**src/rtl/video_test_pkg.sv**
```systemverilog
// rtl/video_test_pkg.sv - shared modes and colour constants for the test-pattern generator
package video_test_pkg;

    typedef enum logic [1:0] {
        MODE_LINES   = 2'd0,
        MODE_BARS    = 2'd1,
        MODE_CHECKER = 2'd2,
        MODE_BOX     = 2'd3
    } mode_t;

    localparam logic [23:0] COLOR_WHITE   = 24'hFF_FF_FF;
    localparam logic [23:0] COLOR_BLACK   = 24'h00_00_00;
    localparam logic [23:0] COLOR_RED     = 24'hFF_00_00;
    localparam logic [23:0] COLOR_GREEN   = 24'h00_FF_00;
    localparam logic [23:0] COLOR_GREY    = 24'h80_80_80;
    localparam logic [23:0] COLOR_YELLOW  = 24'hFF_FF_00;
    localparam logic [23:0] COLOR_CYAN    = 24'h00_FF_FF;
    localparam logic [23:0] COLOR_MAGENTA = 24'hFF_00_FF;
    localparam logic [23:0] COLOR_BLUE    = 24'h00_00_FF;

    // Colour-bar palette, bar 0 on the left.
    function automatic logic [23:0] bar_color(input logic [2:0] bar);
        case (bar)
            3'd0:    return COLOR_WHITE;
            3'd1:    return COLOR_YELLOW;
            3'd2:    return COLOR_CYAN;
            3'd3:    return COLOR_GREEN;
            3'd4:    return COLOR_MAGENTA;
            3'd5:    return COLOR_RED;
            3'd6:    return COLOR_BLUE;
            default: return COLOR_BLACK;
        endcase
    endfunction

endpackage

```
**src/rtl/video_test_bouncer.sv**
```systemverilog
// rtl/video_test_bouncer.sv - single-axis bouncing position register with clamped reversal
module video_test_bouncer #(
    parameter int LIMIT = 576,
    parameter int STEP  = 4,
    parameter int W     = 10
) (
    input  logic         clk,
    input  logic         rst_n,
    input  logic         step_en,
    output logic [W-1:0] pos
);

    localparam logic [W:0]   STEP_EXT  = (W+1)'(STEP);
    localparam logic [W:0]   LIMIT_EXT = (W+1)'(LIMIT);
    localparam logic [W-1:0] LIMIT_W   = W'(LIMIT);
    localparam logic [W-1:0] STEP_W    = W'(STEP);

    // Low means moving towards LIMIT, high means moving towards 0.
    logic       dir_neg;
    // One extra bit so the forward sum never wraps before the limit compare.
    logic [W:0] next_fwd;

    assign next_fwd = {1'b0, pos} + STEP_EXT;

    // Advance one step per enable, clamping at either end and reversing there.
    always_ff @(posedge clk or negedge rst_n) begin
        if (!rst_n) begin
            pos     <= '0;
            dir_neg <= 1'b0;
        end else if (step_en) begin
            if (!dir_neg) begin
                if (next_fwd >= LIMIT_EXT) begin
                    pos     <= LIMIT_W;
                    dir_neg <= 1'b1;
                end else begin
                    pos <= next_fwd[W-1:0];
                end
            end else begin
                if (pos <= STEP_W) begin
                    pos     <= '0;
                    dir_neg <= 1'b0;
                end else begin
                    pos <= pos - STEP_W;
                end
            end
        end
    end

endmodule

```
**src/rtl/video_test_pattern.sv**
```systemverilog
// rtl/video_test_pattern.sv - registered four-mode video test-pattern generator
module video_test_pattern
    import video_test_pkg::*;
#(
    parameter int HOR_ACTIVE_PIXELS = 640,
    parameter int VER_ACTIVE_PIXELS = 480,
    parameter int CELL_SIZE         = 32,
    parameter int BOX_SIZE          = 64,
    parameter int STEP              = 4,
    parameter int FRAME_CNT_WIDTH   = 16,
    localparam int X_WIDTH          = $clog2(HOR_ACTIVE_PIXELS),
    localparam int Y_WIDTH          = $clog2(VER_ACTIVE_PIXELS)
) (
    input  logic                       clk,
    input  logic                       rst_n,
    input  logic [X_WIDTH-1:0]         x,
    input  logic [Y_WIDTH-1:0]         y,
    input  logic                       de,
    input  logic                       frame_start,
    input  logic [1:0]                 mode,
    input  logic                       freeze,
    output logic [7:0]                 r,
    output logic [7:0]                 g,
    output logic [7:0]                 b,
    output logic                       de_o,
    output logic [FRAME_CNT_WIDTH-1:0] frame_cnt
);

    // Wide enough for x*VER and x*8 without overflow.
    localparam int PW        = X_WIDTH + Y_WIDTH + 3;
    localparam int CELL_LOG2 = $clog2(CELL_SIZE);

    localparam logic [PW-1:0] HOR_P = PW'(HOR_ACTIVE_PIXELS);
    localparam logic [PW-1:0] VER_P = PW'(VER_ACTIVE_PIXELS);
    localparam logic [PW-1:0] BOX_P = PW'(BOX_SIZE);

    mode_t               mode_q;
    logic [X_WIDTH-1:0]  box_x;
    logic [Y_WIDTH-1:0]  box_y;
    logic                step_en;

    logic [PW-1:0]       x_p;
    logic [PW-1:0]       y_p;
    logic [PW-1:0]       diag;
    logic [2:0]          bar;
    logic                is_border;
    logic                is_diag;
    logic                in_box;
    logic [23:0]         pix_color;

    assign step_en = frame_start && !freeze;

    video_test_bouncer #(
        .LIMIT (HOR_ACTIVE_PIXELS - BOX_SIZE),
        .STEP  (STEP),
        .W     (X_WIDTH)
    ) u_bounce_x (
        .clk     (clk),
        .rst_n   (rst_n),
        .step_en (step_en),
        .pos     (box_x)
    );

    video_test_bouncer #(
        .LIMIT (VER_ACTIVE_PIXELS - BOX_SIZE),
        .STEP  (STEP),
        .W     (Y_WIDTH)
    ) u_bounce_y (
        .clk     (clk),
        .rst_n   (rst_n),
        .step_en (step_en),
        .pos     (box_y)
    );

    // Mode and frame counter change only at frame boundaries.
    always_ff @(posedge clk or negedge rst_n) begin
        if (!rst_n) begin
            mode_q    <= MODE_LINES;
            frame_cnt <= '0;
        end else if (frame_start) begin
            mode_q    <= mode_t'(mode);
            frame_cnt <= frame_cnt + 1'b1;
        end
    end

    assign x_p       = PW'(x);
    assign y_p       = PW'(y);
    assign diag      = (x_p * VER_P) / HOR_P;
    assign bar       = 3'((x_p * PW'(8)) / HOR_P);
    assign is_border = (x_p == '0) || (x_p == HOR_P - 1'b1) ||
                       (y_p == '0) || (y_p == VER_P - 1'b1);
    assign is_diag   = (y_p == diag) || (y_p == VER_P - diag);
    assign in_box    = (x_p >= PW'(box_x)) && (x_p < PW'(box_x) + BOX_P) &&
                       (y_p >= PW'(box_y)) && (y_p < PW'(box_y) + BOX_P);

    // Pattern decode from the current coordinates and the frame's latched mode.
    always_comb begin
        pix_color = COLOR_BLACK;
        case (mode_q)
            MODE_LINES:   pix_color = (is_border || is_diag) ? COLOR_RED : COLOR_WHITE;
            MODE_BARS:    pix_color = bar_color(bar);
            MODE_CHECKER: pix_color = (x[CELL_LOG2] ^ y[CELL_LOG2]) ? COLOR_BLACK : COLOR_WHITE;
            MODE_BOX:     pix_color = in_box ? COLOR_GREEN : COLOR_GREY;
            default:      pix_color = COLOR_BLACK;
        endcase
    end

    // Output register: one cycle of latency, black outside active video.
    always_ff @(posedge clk or negedge rst_n) begin
        if (!rst_n) begin
            r    <= '0;
            g    <= '0;
            b    <= '0;
            de_o <= 1'b0;
        end else begin
            de_o      <= de;
            {r, g, b} <= de ? pix_color : COLOR_BLACK;
        end
    end

endmodule

```
**config.mk**
```make
export PLATFORM = sky130hd
export DESIGN_NAME = video_test_pattern
export DESIGN_NICKNAME = d
export VERILOG_FILES = /design/src/rtl/video_test_pkg.sv /design/src/rtl/video_test_bouncer.sv /design/src/rtl/video_test_pattern.sv
export SDC_FILE = /design/constraint.sdc
export NUM_CORES = 1
export LEC_CHECK = 0
export ABC_AREA = 1
export ABC_CLOCK_PERIOD_IN_PS = 3800
export CAP_MARGIN = 10
export CORE_MARGIN = 2
export CORE_UTILIZATION = 47
export DETAILED_ROUTE_END_ITERATION = 12
export GPL_ROUTABILITY_DRIVEN = 0
export PLACE_DENSITY_LB_ADDON = 0.25
export SLEW_MARGIN = 5
export SYNTH_ARGS = -nofsm -noshare
export SYNTH_HDL_FRONTEND = slang
export SYNTH_HIERARCHICAL = 1
export SYNTH_SLANG_ARGS = --single-unit
```
**constraint.sdc**
```tcl
create_clock -name clk -period 3.8 [get_ports clk]
set_input_delay 0.57 -clock clk [delete_from_list [all_inputs] [get_ports clk]]
set_output_delay 0.57 -clock clk [all_outputs]
set_load 0.05 [all_outputs]
```
# --- Yosys cells after proc, flatten, opt, wreduce, memory -nomap -nowiden ---
# Cells that the tools add are included.
op_classes:
  add_sub_neg: 8
  n_mul: 1
  div: 2
  n_lt_le_gt_ge: 8
  n_eq_ne: 13
  mux: 18
  n_bitwise: 1
  reduce_logical: 14
op_table:
  columns: ["op", "count"]
  rows:
  - ["$pmux W24 S7", 1]
  - ["$pmux W24 S4", 1]
  - ["$mux W24", 3]
  - ["$eq A9 B22 Y1", 2]
  - ["$logic_not A22 Y1", 2]
  - ["$mux W10", 3]
  - ["$mux W9", 3]
  - ["$div A13 B10 Y22 const B", 1]
  - ["$div A22 B10 Y22 const B", 1]
  - ["$sub A9 B22 Y22 const A", 1]
  - ["$add A16 B1 Y16 const B", 1]
  - ["$mux W16", 1]
  - ["$mul A10 B4 Y14 const B", 1]
  - ["$add A10 B3 Y11 const B", 1]
  - ["$add A10 B7 Y11 const B", 1]
  - ["$ge A11 B10 Y1 const B", 1]
  - ["$lt A10 B11 Y1", 1]
  - ["$add A9 B3 Y10 const B", 1]
  - ["$add A9 B7 Y10 const B", 1]
  - ["$eq A10 B10 Y1 const B", 1]
  - ["$ge A10 B10 Y1", 1]
  - ["$ge A10 B9 Y1 const B", 1]
  - ["$le A10 B3 Y1 const B", 1]
  - ["$lt A9 B10 Y1", 1]
  - ["17 further kinds", 33]
word_totals:
  regBits: 64

# --- Depth between registers and ports, before layout ---
depth:
  ltp_word: 9
  ltp_mapped: 73
  ltp_nobuf: 73

# --- By module ---
# Netlist, hierarchy kept.
modules_own_cells:
  columns: ["mod", "n_inst", "cells_per_inst", "area_each_um2"]
  rows:
  - ["video_test_pattern", 1, 718, 4874.7]
  - ["video_test_bouncer (u_bounce_x)", 1, 133, 872.1]
  - ["video_test_bouncer (u_bounce_y)", 1, 116, 769.5]

# --- Least setup slack after synthesis ---
# No wires, ideal clock.
synth_path:
  path_type: "input to register"
  from: "in x[6]"
  to: "reg b[7]"
  setup_ns: 0.117
  t_arrival_ns: 6.898
  t_required_ns: 3.683
  path_slack_ns: -3.215
  path_stages: 60
  n_path_buf: 0
  cell_sequence: "inv_1 fa_1 fa_1 inv_1 ha_1 nand2_1 inv_1 nand2_1 nand2_1 nand2_1 nand3_1 nand2_1 nand2_1 nand2_2 nand4_2 nand3_1 nand3_2 nand2_4 [24 not listed] nor2_1 nand2_4 nand2_1 nor2_2 ha_1 xor2_1 nor2_1 nand3_1 nor2_1 nand3_1 nor2_1 nand2_1 nor2_1 nand3_1 nand2_1 nand2_2 nand2_2 nor2_1"
synth_between:
  elab_chain_cells: 9
  word_cells_on_any_way: 30
  classes_between: "add/sub: 1; mul: 1; div: 2; order compare: 2; eq/ne: 9; mux: 5; reduce/logical: 10"
synth_lines:
  columns: ["item", "line", "rtl"]
  rows:
  - ["start: declaration", "video_test_pattern.sv:16", "input logic [X_WIDTH-1:0] x,"]
  - ["$mul A10 B4 Y14", "video_test_pattern.sv:88", "assign diag = (x_p * VER_P) / HOR_P;"]
  - ["$div A22 B10 Y22", "video_test_pattern.sv:88", null]
  - ["$sub A9 B22 Y22", "video_test_pattern.sv:92", "assign is_diag = (y_p == diag) || (y_p == VER_P - diag);"]
  - ["$eq A9 B22 Y1", "video_test_pattern.sv:92", null]
  - ["$logic_or A1 B1 Y1", "video_test_pattern.sv:92", null]
  - ["$logic_or A1 B1 Y1", "video_test_pattern.sv:100", "MODE_LINES: pix_color = (is_border || is_diag) ? COLOR_RED : COLOR_WHITE;"]
  - ["$mux W16", "video_test_pattern.sv:100", null]
  - ["$pmux W24 S4 *", "video_test_pattern.sv:99", "case (mode_q)"]
  - ["$mux W24 *", "video_test_pattern.sv:117", "{r, g, b} <= de ? pix_color : COLOR_BLACK;"]
  - ["end signal: assignment", "video_test_pattern.sv:117", null]
  - ["end: declaration", "video_test_pattern.sv:24", "output logic [7:0] b,"]
# Every way passes the cells marked *; elsewhere a longest branch is shown, timed or not.
# A chain may end at the register's enable or synchronous reset.

# --- Worst setup path in the final report ---
layout_path:
  from: "in x[3]"
  to: "reg g[6]"
layout_between:
  elab_chain_cells: 9
  word_cells_on_any_way: 30
  classes_between: "add/sub: 1; mul: 1; div: 2; order compare: 2; eq/ne: 9; mux: 5; reduce/logical: 10"
layout_lines:
  columns: ["item", "line", "rtl"]
  rows:
  - ["$mul A10 B4 Y14", "video_test_pattern.sv:88", null]
  - ["$div A22 B10 Y22", "video_test_pattern.sv:88", null]
  - ["$sub A9 B22 Y22", "video_test_pattern.sv:92", null]
  - ["$eq A9 B22 Y1", "video_test_pattern.sv:92", null]
  - ["$logic_or A1 B1 Y1", "video_test_pattern.sv:92", null]
  - ["$logic_or A1 B1 Y1", "video_test_pattern.sv:100", null]
  - ["$mux W16", "video_test_pattern.sv:100", null]
  - ["$pmux W24 S4 *", "video_test_pattern.sv:99", null]
  - ["$mux W24 *", "video_test_pattern.sv:117", null]
  - ["end signal: assignment", "video_test_pattern.sv:117", null]
  - ["end: declaration", "video_test_pattern.sv:23", "output logic [7:0] g,"]
# Marked as above.

==> metrics.md <==
| Metric | Value |
|---|---|
| Initial antenna violation count | 0 |
| Final hold violation count | 0 |
| Largest net degree at the start of global routing | 43 |
| Starting Density | 0.475 |
| CTS sink count | 42 |
| Worst r2r src | u_bounce_x/pos[2]$_DFFE_PN0P_ |
| F_max | 141 MHz |
| Vias/cell | 4.90 |
| CTS max path bufs | 2 |
| Hold-fix buffers, CTS | 0 |
| H-tree Lvls | 2 |
| Post-synth EDFFs | 0 |
| Number of CTS-inserted buffers | 5 |
| Failing checks | negative setup slack |
| Slew Limit Fails | 0 |
| Final worst path period share | 1.87 |
| Height of the die | 122 µm |
| 1st-pass router iterations | 5 |
| Startpoint Class | input pin |
| Placed wire-length estimate | 12.9 mm |
| Total GRT Usage | 0.233 |
| I/O pin cnt | 67 |
| Cell repeated most along the worst path | nand2_4 |
| Non-Filler Instances | 1375 |
| Clk_skew | 8.80 ps |
| Distinct cells, synth | 56 |
| Area contributors post-synth | dfrtp_1, ha_1, nand2_1 |
| Relative slew slack | 0.398 |
| DIE AREA | 14800 µm² |
| Post-route ant nets | 0 |
| CP startpoint | x[3] |
| Final setup violation count | 4 |
| Site Rows | 43 |
| CTS tree | done |
| Layout cells sized above 1 | 0.334 |
| DRT iter0 DRCs | 333 |
| Run status | finished with violations |
| Die X | 122 µm |
| Remaining global-route overflow | 0 |
| Core area | 13700 µm² |
| CP endpoint | g[6]$_DFF_PN0_ |
| Register bit count reported by yosys | 42 |
| R2R depth | 15 |
| Seq/Total Area, Yosys | 0.161 |
| First-pass GRT wire length | 28.7 mm |
| R2R Path End | r[7]$_DFF_PN0_ |
| Crit path max fanout | 6 |
| Ys flop type | dfrtp_1 |
| Synth warn | 6 |
| Crit path required time | 3980 ps |
| Root Buffer | clkbuf_16 |
| Port Buffers | 66 |
| Area Overhead vs Synth | 43.5% |
| Yosys top cell by area | dfrtp_1 |
| Placed cell count | 1311 |
| Yosys top cell area share | 0.161 |
| Post-synthesis async set-or-reset flop share | 1.00 |
| Minimum clock period | 7120 ps |
| Setup ws final | -3320 ps |
| Critical path's top delay family | simple AND/OR/NAND/NOR gates |
| Worst Path Buf+Inv | 11 |
| Critical Path Sink Type | register |
| Syn Std Cell Area | 6520 µm² |
| Via count of the first global-routing pass | 6585 |
| Most frequent cell after synthesis | nand2_1 |
| Gate Count Post-Synth | 967 |
| Clk Latency, worst-skew pair | 280 ps |
| Worst path arrival time | 7290 ps |
| Total number of vias | 6731 |
| # nets final | 1307 |
| # diodes | 0 |
| DRC viols | 0 |
| Slew @ Worst Pin | 903 ps |
| Slowest cell on the critical path | fa_1 |
| Clock Pin Slew Worst Setup and Hold Paths | 60 ps |
| Most frequent cells after synthesis | nand2_1, inv_1, nand3_1 |
| Hold Crit Class | input pin to async pin |
| WL final | 17.2 mm |
| RSZ-0062 raised after global routing | true |
| Post-synthesis average cell area | 6.74 µm² |
| Max incr delay on CP | 540 ps |
| DR WL/cell | 12.5 µm |
| CP Depth | 64 |
| Max Cap Viol | 0 |
| Kind of critical path | input pin to register |
| Register-to-register setup slack | 820 ps |
metal layers:
layer  GRT usage  part of all wire  vias to the layer above  wire length, µm
li1            -                 -                     3484                -
met1       0.299              0.45                     3107             7690
met2       0.427              0.51                      119             8790
met3      0.0243             0.028                       21              481
met4      0.0381             0.012                        0              208
met5           0                 0                        -                0
sequential cells by signal (all words and copies together), names as in the netlist, 2 cells and up:
register        count
frame_cnt          16
u_bounce_x/pos      8
u_bounce_y/pos      7
b                   2
g                   2
mode_q              2
r                   2
final cells by class:
class                      count  area (µm²)
multi-input combinational    714        5150
fill                        1168        4370
timing repair buffer         249        2060
sequential                    42        1050
inverter                     182         706
tap                          180         225
clock buffer                   6         129
clock inverter                 2        37.5
worst min path at each step:
stage	slack (ps)	cells after the start	from	endpoint
floorplan	270	0	rst_n	b[6]$_DFF_PN0_
global placement	460	1	frame_cnt[15]$_DFFE_PN0P_	frame_cnt[15]$_DFFE_PN0P_
detailed placement	460	1	frame_cnt[15]$_DFFE_PN0P_	frame_cnt[15]$_DFFE_PN0P_
CTS	450	1	rst_n	frame_cnt[15]$_DFFE_PN0P_
global route	490	1	rst_n	frame_cnt[15]$_DFFE_PN0P_
finish	410	1	rst_n	frame_cnt[15]$_DFFE_PN0P_
worst register-to-register path, delay by kind of cell, from the launching register on:
kind	cells	cell delay (ps)
flip-flops	1	520
AND/OR/NAND/NOR	2	270
buffers and inverters	1	90
AO/OA/AOI/OAI	11	1680
adder cells (fa/ha/maj)	1	300
kinds of logic after synthesis:
logic type,after synthesis,synth area share
xor gates and xnor gates,44,0.0603
other,2,0.00115
buffers and inverters,213,0.138
DFF,42,0.161
and+or+nand+nor,477,0.358
AOI/OAI and AO/OA,102,0.0937
adders and majority gates,87,0.187
placed cells by master, fill, tap and decap left out, drive strengths merged, types with 2 or more instances in the layout:
| cell | instances |
|---|---|
| o21bai | 6 |
| conb | 4 |
| o21ai | 34 |
| clkdlybuf4s50 | 55 |
| xnor2 | 15 |
| nand2 | 255 |
| ha | 70 |
| o31ai | 2 |
| fa | 17 |
| clkinvlp | 6 |
| nand3b | 2 |
| dfrtp | 42 |
| buf | 191 |
| o22ai | 2 |
| a21oi | 40 |
| o21a | 5 |
| nand4 | 19 |
| clkbuf | 7 |
| nand3 | 101 |
| xor2 | 29 |
| o2111ai | 3 |
| clkinv | 2 |
| nor4 | 2 |
| inv | 175 |
| nor2 | 85 |
| nor3 | 6 |
| o211ai | 2 |
| or2 | 2 |
what timing repair did:
item                       in CTS  in global routing
setup endpoints to repair       6                  6
pin swaps                      60                 56
setup buffers                  45                 11
gates resized for setup       106                 42
metrics by stage:
| stage | hold slack, ps | setup slack, ps | utilization | TNS (ps) | cell area [µm²] |
|---|---|---|---|---|---|
| after floorplan | 274 | -3030 | - | -12080 | 6720 |
| after global placement | 464 | -3820 | 0.608 | -16360 | 8350 |
| after detailed placement | 463 | -4010 | 0.608 | -17180 | 8350 |
| after CTS | 450 | -3170 | 0.664 | -12640 | 9100 |
| after global routing | 495 | -3840 | 0.682 | -15650 | 9350 |
| final | 411 | -3320 | 0.682 | -13220 | 9350 |
Power is left out: the tool's default activity adds up to more than one toggle a clock period on the data nets, which glitch-free logic cannot reach.
